$ cat config.mk
export PLATFORM = sky130hd
export DESIGN_NAME = control_unit
export DESIGN_NICKNAME = d
export VERILOG_FILES = /design/src/rtl/cpu_ctrl_pkg.sv /design/src/rtl/instr_decode.sv /design/src/rtl/control_unit.sv
export SDC_FILE = /design/constraint.sdc
export NUM_CORES = 1
export LEC_CHECK = 0
export CORE_MARGIN = 8
export CORE_UTILIZATION = 40
export DETAILED_ROUTE_END_ITERATION = 16
export GPL_TIMING_DRIVEN = 0
export PLACE_DENSITY = 0.89
export SETUP_SLACK_MARGIN = 0.15
export SLEW_MARGIN = 5
export SYNTH_ARGS = -nofsm -noshare
export SYNTH_HDL_FRONTEND = slang
export SYNTH_HIERARCHICAL = 1
export SYNTH_SLANG_ARGS = --single-unit
export TNS_END_PERCENT = 50
$ cat constraint.sdc
create_clock -name Clock -period 6.1 [get_ports Clock]
set_clock_uncertainty 0.1 [all_clocks]
set_input_delay 1.22 -clock Clock [delete_from_list [all_inputs] [get_ports Clock]]
set_output_delay 1.22 -clock Clock [all_outputs]
set_load 0.05 [all_outputs]
$ cat src/rtl/cpu_ctrl_pkg.sv
// cpu_ctrl_pkg: shared encodings for the hardwired sequencer.
// Holds opcode values, register-file/ARF function codes, ALU operation codes,
// datapath mux select codes, register enable patterns, the sequencer state
// enum, the decoded operation class enum and the register one-hot helper.
package cpu_ctrl_pkg;

    // Instruction opcodes, IROut[15:12]
    localparam logic [3:0] OP_LDI = 4'h0;
    localparam logic [3:0] OP_LD  = 4'h1;
    localparam logic [3:0] OP_ST  = 4'h2;
    localparam logic [3:0] OP_MOV = 4'h3;
    localparam logic [3:0] OP_ADD = 4'h4;
    localparam logic [3:0] OP_SUB = 4'h5;
    localparam logic [3:0] OP_AND = 4'h6;
    localparam logic [3:0] OP_OR  = 4'h7;
    localparam logic [3:0] OP_XOR = 4'h8;
    localparam logic [3:0] OP_NOT = 4'h9;
    localparam logic [3:0] OP_INC = 4'hA;
    localparam logic [3:0] OP_DEC = 4'hB;
    localparam logic [3:0] OP_BRA = 4'hC;
    localparam logic [3:0] OP_BEQ = 4'hD;
    localparam logic [3:0] OP_BNE = 4'hE;
    localparam logic [3:0] OP_HLT = 4'hF;

    // Register / IR function select codes
    localparam logic [1:0] FUN_DEC   = 2'b00;
    localparam logic [1:0] FUN_INC   = 2'b01;
    localparam logic [1:0] FUN_LOAD  = 2'b10;
    localparam logic [1:0] FUN_CLEAR = 2'b11;

    // ALU operation codes
    localparam logic [3:0] ALU_PASS_A = 4'b0000;
    localparam logic [3:0] ALU_PASS_B = 4'b0001;
    localparam logic [3:0] ALU_NOT_A  = 4'b0010;
    localparam logic [3:0] ALU_ADD    = 4'b0100;
    localparam logic [3:0] ALU_SUB    = 4'b0110;
    localparam logic [3:0] ALU_AND    = 4'b0111;
    localparam logic [3:0] ALU_OR     = 4'b1000;
    localparam logic [3:0] ALU_XOR    = 4'b1001;

    // MuxA / MuxB select codes
    localparam logic [1:0] MUX_ALU = 2'b00;
    localparam logic [1:0] MUX_MEM = 2'b01;
    localparam logic [1:0] MUX_IMM = 2'b10;

    // MuxC select: RF OutA feeds ALU operand A
    localparam logic       MUXC_RFA = 1'b0;

    // ARF output selects
    localparam logic [1:0] ARF_SEL_AR = 2'b00;
    localparam logic [1:0] ARF_SEL_PC = 2'b10;

    // ARF write enables: bit2=AR, bit1=SP, bit0=PC
    localparam logic [3:0] ARF_EN_NONE = 4'b0000;
    localparam logic [3:0] ARF_EN_PC   = 4'b0001;
    localparam logic [3:0] ARF_EN_AR   = 4'b0100;
    localparam logic [3:0] ARF_EN_ALL  = 4'b0111;

    // RF write enables: bit3=R1 ... bit0=R4
    localparam logic [3:0] RF_EN_NONE = 4'b0000;
    localparam logic [3:0] RF_EN_ALL  = 4'b1111;

    // Sequencer states; the encoding doubles as the SeqCount debug value
    typedef enum logic [2:0] {
        ST_T0   = 3'd0,
        ST_T1   = 3'd1,
        ST_T2   = 3'd2,
        ST_T3   = 3'd3,
        ST_INIT = 3'd4,
        ST_HALT = 3'd5
    } state_e;

    // Decoded operation classes
    typedef enum logic [3:0] {
        CLS_LDI = 4'd0,
        CLS_LD  = 4'd1,
        CLS_ST  = 4'd2,
        CLS_MOV = 4'd3,
        CLS_ALU = 4'd4,
        CLS_INC = 4'd5,
        CLS_DEC = 4'd6,
        CLS_BRA = 4'd7,
        CLS_BEQ = 4'd8,
        CLS_BNE = 4'd9,
        CLS_HLT = 4'd10
    } op_class_e;

    // Register number (00=R1 .. 11=R4) to RF write-enable one-hot (R1 is bit3)
    function automatic logic [3:0] rf_onehot(input logic [1:0] sel);
        logic [3:0] oh;
        case (sel)
            2'b00:   oh = 4'b1000;
            2'b01:   oh = 4'b0100;
            2'b10:   oh = 4'b0010;
            2'b11:   oh = 4'b0001;
            default: oh = 4'b0000;
        endcase
        return oh;
    endfunction

endpackage

$ cat src/rtl/instr_decode.sv
// instr_decode: combinational instruction decoder.
// Ports:
//   IROut    in  16  instruction register contents
//   opClass  out  4  operation class (op_class_e encoding)
//   aluFun   out  4  ALU operation for register-to-register classes
//   rdOneHot out  4  RF write enable for the destination register
//   writesZ  out  1  instruction result updates the latched Z flag
module instr_decode
    import cpu_ctrl_pkg::*;
(
    input  logic [15:0] IROut,
    output logic [3:0]  opClass,
    output logic [3:0]  aluFun,
    output logic [3:0]  rdOneHot,
    output logic        writesZ
);

    // Rs and the immediate are routed by the datapath, not consumed here
    logic unused_fields_s;
    assign unused_fields_s = ^IROut[9:0];

    assign rdOneHot = rf_onehot(IROut[11:10]);

    // Opcode to class, ALU operation and flag-update map
    always_comb begin
        opClass = CLS_HLT;
        aluFun  = ALU_PASS_A;
        writesZ = 1'b0;
        case (IROut[15:12])
            OP_LDI: opClass = CLS_LDI;
            OP_LD:  opClass = CLS_LD;
            OP_ST:  opClass = CLS_ST;
            OP_MOV: begin opClass = CLS_MOV; aluFun = ALU_PASS_B; end
            OP_ADD: begin opClass = CLS_ALU; aluFun = ALU_ADD;   writesZ = 1'b1; end
            OP_SUB: begin opClass = CLS_ALU; aluFun = ALU_SUB;   writesZ = 1'b1; end
            OP_AND: begin opClass = CLS_ALU; aluFun = ALU_AND;   writesZ = 1'b1; end
            OP_OR:  begin opClass = CLS_ALU; aluFun = ALU_OR;    writesZ = 1'b1; end
            OP_XOR: begin opClass = CLS_ALU; aluFun = ALU_XOR;   writesZ = 1'b1; end
            OP_NOT: begin opClass = CLS_ALU; aluFun = ALU_NOT_A; writesZ = 1'b1; end
            OP_INC: opClass = CLS_INC;
            OP_DEC: opClass = CLS_DEC;
            OP_BRA: opClass = CLS_BRA;
            OP_BEQ: opClass = CLS_BEQ;
            OP_BNE: opClass = CLS_BNE;
            OP_HLT: opClass = CLS_HLT;
            default: opClass = CLS_HLT;
        endcase
    end

endmodule

$ cat src/rtl/control_unit.sv
// control_unit: hardwired sequencer for the 8-bit ALU/register-file datapath.
// Fetches a 16-bit instruction as two bytes (low byte first) into IR, decodes
// it, executes in one (or two, for LD/ST) cycles and returns to fetch.
// Ports:
//   Clock, Reset (sync, active-high)   IROut (instruction)   ALUOutFlag {Z,C,N,O}
//   RF_*  : register-file read selects, function, write enables
//   ALU_FunSel : ALU operation
//   ARF_* : address-register-file selects, function, write enables
//   IR_*  : instruction-register half select, enable, function
//   Mem_WR / Mem_CS (active-low) : memory control
//   MuxASel, MuxBSel, MuxCSel : datapath source selects
//   Halted : high in HALT;  SeqCount : current T-state for debug
// Control outputs are decoded from the registered state; they cannot be
// registered one cycle ahead because IROut only holds the complete
// instruction from T2 onward.
module control_unit
    import cpu_ctrl_pkg::*;
#(
    parameter int FLAG_Z_BIT = 3
) (
    input  logic        Clock,
    input  logic        Reset,
    input  logic [15:0] IROut,
    input  logic [3:0]  ALUOutFlag,
    output logic [1:0]  RF_OutASel,
    output logic [1:0]  RF_OutBSel,
    output logic [1:0]  RF_FunSel,
    output logic [3:0]  RF_RSel,
    output logic [3:0]  RF_TSel,
    output logic [3:0]  ALU_FunSel,
    output logic [1:0]  ARF_OutCSel,
    output logic [1:0]  ARF_OutDSel,
    output logic [1:0]  ARF_FunSel,
    output logic [3:0]  ARF_RegSel,
    output logic        IR_LH,
    output logic        IR_Enable,
    output logic [1:0]  IR_Funsel,
    output logic        Mem_WR,
    output logic        Mem_CS,
    output logic [1:0]  MuxASel,
    output logic [1:0]  MuxBSel,
    output logic        MuxCSel,
    output logic        Halted,
    output logic [2:0]  SeqCount
);

    state_e     state_r;
    state_e     next_state_s;
    logic       z_latch_r;
    logic       halted_r;
    logic [3:0] op_class_s;
    logic [3:0] alu_fun_s;
    logic [3:0] rd_onehot_s;
    logic       writes_z_s;
    logic       take_branch_s;
    logic [1:0] rd_s;
    logic [1:0] rs_s;

    // Only the Z bit is consumed; the other flags belong to the datapath
    logic unused_flags_s;
    assign unused_flags_s = ^ALUOutFlag;

    assign rd_s = IROut[11:10];
    assign rs_s = IROut[9:8];

    instr_decode u_decode (
        .IROut    (IROut),
        .opClass  (op_class_s),
        .aluFun   (alu_fun_s),
        .rdOneHot (rd_onehot_s),
        .writesZ  (writes_z_s)
    );

    // Branch condition evaluated against the Z flag latched by an earlier ALU op
    always_comb begin
        take_branch_s = 1'b0;
        case (op_class_s)
            CLS_BRA: take_branch_s = 1'b1;
            CLS_BEQ: take_branch_s = z_latch_r;
            CLS_BNE: take_branch_s = ~z_latch_r;
            default: take_branch_s = 1'b0;
        endcase
    end

    // Next-state selection
    always_comb begin
        next_state_s = state_r;
        case (state_r)
            ST_INIT: next_state_s = ST_T0;
            ST_T0:   next_state_s = ST_T1;
            ST_T1:   next_state_s = ST_T2;
            ST_T2: begin
                if ((op_class_s == CLS_LD) || (op_class_s == CLS_ST)) begin
                    next_state_s = ST_T3;
                end else if (op_class_s == CLS_HLT) begin
                    next_state_s = ST_HALT;
                end else begin
                    next_state_s = ST_T0;
                end
            end
            ST_T3:   next_state_s = ST_T0;
            ST_HALT: next_state_s = ST_HALT;
            default: next_state_s = ST_INIT;
        endcase
    end

    // Sequencer state, latched Z flag and registered Halted
    always_ff @(posedge Clock) begin
        if (Reset) begin
            state_r   <= ST_INIT;
            z_latch_r <= 1'b0;
            halted_r  <= 1'b0;
        end else begin
            state_r  <= next_state_s;
            halted_r <= (next_state_s == ST_HALT);
            if ((state_r == ST_T2) && writes_z_s) begin
                z_latch_r <= ALUOutFlag[FLAG_Z_BIT];
            end
        end
    end

    assign Halted   = halted_r;
    assign SeqCount = state_r;

    // Datapath control vector for the current state; idle unless overridden
    always_comb begin
        RF_OutASel  = 2'b00;
        RF_OutBSel  = 2'b00;
        RF_FunSel   = FUN_DEC;
        RF_RSel     = RF_EN_NONE;
        RF_TSel     = 4'b0000;
        ALU_FunSel  = ALU_PASS_A;
        ARF_OutCSel = ARF_SEL_AR;
        ARF_OutDSel = ARF_SEL_AR;
        ARF_FunSel  = FUN_DEC;
        ARF_RegSel  = ARF_EN_NONE;
        IR_LH       = 1'b0;
        IR_Enable   = 1'b0;
        IR_Funsel   = FUN_DEC;
        Mem_WR      = 1'b0;
        Mem_CS      = 1'b1;
        MuxASel     = MUX_ALU;
        MuxBSel     = MUX_ALU;
        MuxCSel     = MUXC_RFA;
        if (Reset) begin
            // Reset forces the idle vector, killing any in-flight memory write
            Mem_WR = 1'b0;
        end else begin
            case (state_r)
                ST_INIT: begin
                    RF_RSel    = RF_EN_ALL;
                    RF_FunSel  = FUN_CLEAR;
                    ARF_RegSel = ARF_EN_ALL;
                    ARF_FunSel = FUN_CLEAR;
                end
                ST_T0, ST_T1: begin
                    // Read byte at PC into the selected IR half, then bump PC
                    ARF_OutDSel = ARF_SEL_PC;
                    Mem_CS      = 1'b0;
                    IR_Enable   = 1'b1;
                    IR_LH       = (state_r == ST_T1);
                    IR_Funsel   = FUN_LOAD;
                    ARF_RegSel  = ARF_EN_PC;
                    ARF_FunSel  = FUN_INC;
                end
                ST_T2: begin
                    case (op_class_s)
                        CLS_LDI: begin
                            MuxASel   = MUX_IMM;
                            RF_RSel   = rd_onehot_s;
                            RF_FunSel = FUN_LOAD;
                        end
                        CLS_LD, CLS_ST: begin
                            // Stage the memory address in AR for T3
                            MuxBSel    = MUX_IMM;
                            ARF_RegSel = ARF_EN_AR;
                            ARF_FunSel = FUN_LOAD;
                        end
                        CLS_MOV: begin
                            RF_OutBSel = rs_s;
                            ALU_FunSel = alu_fun_s;
                            MuxASel    = MUX_ALU;
                            RF_RSel    = rd_onehot_s;
                            RF_FunSel  = FUN_LOAD;
                        end
                        CLS_ALU: begin
                            RF_OutASel = rd_s;
                            RF_OutBSel = rs_s;
                            MuxCSel    = MUXC_RFA;
                            ALU_FunSel = alu_fun_s;
                            MuxASel    = MUX_ALU;
                            RF_RSel    = rd_onehot_s;
                            RF_FunSel  = FUN_LOAD;
                        end
                        CLS_INC: begin
                            RF_RSel   = rd_onehot_s;
                            RF_FunSel = FUN_INC;
                        end
                        CLS_DEC: begin
                            RF_RSel   = rd_onehot_s;
                            RF_FunSel = FUN_DEC;
                        end
                        CLS_BRA, CLS_BEQ, CLS_BNE: begin
                            if (take_branch_s) begin
                                MuxBSel    = MUX_IMM;
                                ARF_RegSel = ARF_EN_PC;
                                ARF_FunSel = FUN_LOAD;
                            end else begin
                                ARF_RegSel = ARF_EN_NONE;
                            end
                        end
                        default: begin
                            // HLT and anything unmapped drive nothing
                            ARF_RegSel = ARF_EN_NONE;
                        end
                    endcase
                end
                ST_T3: begin
                    ARF_OutDSel = ARF_SEL_AR;
                    Mem_CS      = 1'b0;
                    if (op_class_s == CLS_LD) begin
                        MuxASel   = MUX_MEM;
                        RF_RSel   = rd_onehot_s;
                        RF_FunSel = FUN_LOAD;
                        Mem_WR    = 1'b0;
                    end else if (op_class_s == CLS_ST) begin
                        // Rd passes through the ALU onto the memory data bus
                        RF_OutASel = rd_s;
                        MuxCSel    = MUXC_RFA;
                        ALU_FunSel = ALU_PASS_A;
                        Mem_WR     = 1'b1;
                    end else begin
                        Mem_WR = 1'b0;
                    end
                end
                default: begin
                    // INIT-less idle for HALT and illegal encodings
                    Mem_CS = 1'b1;
                end
            endcase
        end
    end

endmodule

==> impl_metrics.yaml <==
drt:
  drc: 0
  wl_met1_mm: 1.160
  wl_met2_mm: 1.485
  wl_met3_um: 319
  drtPass1Iterations: 6
  drtIter0Drc: 30
  ant_nets: 0
  drt-vias-per-instance: 5.109
  wl_per_cell_um: 12.94
  dr_total_vias: 1175
  drt_wl_total_mm: 2.976
  highest_layer: "met4"
setup_path:
  cp_slowest_cell: "clkdlybuf4s50_1"
  slowest_delay_ns: 0.83
  path_cells: "buf_2 -> nor2_1 -> nor2_1 -> nor2_1 -> or2_2 -> a21oi_1 -> a21oi_1 -> nor3_1 -> clkdlybuf4s50_1"
  critPathTopFamily: "simple AND/OR/NAND/NOR gates"
  startpoint_type: "input pin"
  crit_type: "input pin to output pin"
  end_kind: "output pin"
  crit_required_ns: 4.78
  cp.arrival_ns: 3.93
  crit_fanout: 10
  crit_path_frequent_cell: "nor2_1"
  critPathBufInv: 2
floorplanning:
  dieWidth_um: 66.77
  io_pins: 65
  dieArea_um2: 4458
  initial_utilization_pct: 42.00
  row_count: 18
  fp.coreArea_um2: 2455
  die_h_um: 66.77
synthesis:
  synth_flop_cell: "dfxtp_1"
  ys_types: 41
  ys_async_sr_fraction_pct: 0
  synthCells: 148
  synth-seq-cells: 5
  postSynthAreaPerCell_um2: 6.966
  synth_edf_count: 0
  yosys_warnings: 6
  syn_area_um2: 1031
  yosysSeqAreaShare_pct: 9.709
timing:
  slew_viol_final: 0
  max_freq_mhz: 190.4
  tightest_slew_ns: 0.6029
  period_share_pct: 86.11
  finalSetupTns_ns: 0
  maxSlewHeadroom_pct: 59.66
  hold_viol_final: 0
  rsz0062_at_grt: "false"
  finalCriticalPeriod_ns: 5.253
  setup_viol: 0
  hold-worst-slack_ns: 0.4979
placement:
  hpwl_mm: 2.468
  port_buffers: 38
  dp_cells: 226
  routabilityCongestion: 0.8869
cells_and_area:
  drive_gt1_share_pct: 18.00
  syn2layout_area_growth_pct: 46.72
  antenna_cells: 0
  n_fill_cell: 235
  layout_common_cells: "38 x clkdlybuf4s50_1, 14 x buf_4, 13 x a21oi_1, 13 x nor2_1, 11 x conb_1"
  fin_nets: 223
  layoutNonFillerInstCount: 230
  final_common_cell: "clkdlybuf4s50_1"
clocking:
  postCtsSetupBuffers: 0
  cts.repair.resized: 0
  cts.clk_slew.worst_paths_ns: 0.04
  clk_latency_ns: 0.24
  cts_sinks: 5
  clk_path_buf_depth: 2
  cts_made_buffers: 3
  clockRootBuffer: "clkbuf_4"
  htree_levels: 1
  hold_buffers: 0
  tritoncts: "yes"
grt:
  grt_overflow: 0
  grt_max_degree: 11
  globalRouteTotalUtil_pct: 13.29
  grt_pass1_wl_mm: 4.988
  antenna_found_initial: 0
  grt_pass1_vias: 1161
power:
  p_total_uw: 225.4
  p_leak_nw: 0.6574
  powerDensity_nw_per_um2: 149.0
  vdd_ir_drop_max_mv: 0.1268
worst_hold_path:
  hold_class: "flip-flop to flip-flop"
job:
  maxCapViolations: 0
run_status:
  status: "finished, final reports clean"
## cell type report
type                       instances  area (um2)  area share (%)
buffer                            24       165.2           10.92
inverter                           1       3.754          0.2481
tap                               30       37.54           2.481
multi-input combinational        128       799.5           52.85
clock buffer                       4       26.28           1.737
sequential                         5       100.1           6.617
timing repair buffer              38       380.4           25.14
## logic make-up after synthesis
| family | count (synthesis) | share of synthesized area [%] |
|---|---|---|
| xor gates and xnor gates | 2 | 1.699 |
| AOI/OAI and AO/OA | 37 | 23.06 |
| and+or+nand+nor | 76 | 46.84 |
| other | 1 | 0.3637 |
| buffers and inverters | 25 | 16.38 |
| DFF | 5 | 9.709 |
| muxes | 2 | 1.942 |
## worst min-delay path: cells and delay by family, from the launching register on
kind / cells / cell delay, ns
flops: 1 / 0.35
mux: 1 / 0.15
simple gates: 1 / 0.05
## registers in the layout (all words and copies together), names as in the netlist
signal     flops
SeqCount       3
Halted         1
z_latch_r      1
## where the power goes
group          internal [mW]  switching, mW  leakage (nW)  total (mW)
clock                 0.0247         0.0135        0.0150      0.0382
sequential            0.0347        0.00165        0.0410      0.0364
combinational         0.0523         0.0985         0.601       0.151
## layer usage
layer / up-vias / track usage (%)
met5: - / 0
met2: 48 / 24.01
li1: 597 / -
met1: 527 / 15.95
met3: 3 / 2.349
met4: 0 / 2.133
## final timing paths
path / startpoint / endpoint / slack, ns / cells past startpoint
worst max-delay path: IROut[12] / ARF_RegSel[2] / 0.85 / 9
worst min-delay path: z_latch_r / z_latch_r / 0.50 / 2
worst max register to register: SeqCount[0] / z_latch_r / 4.59 / 5
worst min register to register: z_latch_r / z_latch_r / 0.50 / 2
## stage by stage
step / setup WS [ns] / utilization [%] / instance area, um2
after floorplan: 0.8628 / - / 1069
after global placement: 0.9148 / 60.55 / 1486
after detailed placement: 0.9195 / 60.55 / 1486
after CTS: 0.8819 / 61.62 / 1513
after global routing: 0.6332 / 61.62 / 1513
final: 0.8474 / 61.62 / 1513
## synth_stat cells (3+ instances only)
library cell  instances  area (um2)
a21o_1                7       52.55
a21oi_1              13       65.06
and2_1                8       50.05
buf_2                 6       30.03
buf_4                14       105.1
dfxtp_1               5       100.1
nand2_1               8       30.03
nand2b_1              9       56.30
nand2b_4              3       41.29
nor2_1               13       48.80
nor2b_1               8       50.05
nor3_1                7       35.03
nor3_2                3       30.03
o21ai_0               5       25.02
No activity file was read; power rests on OpenSTA's default activity.
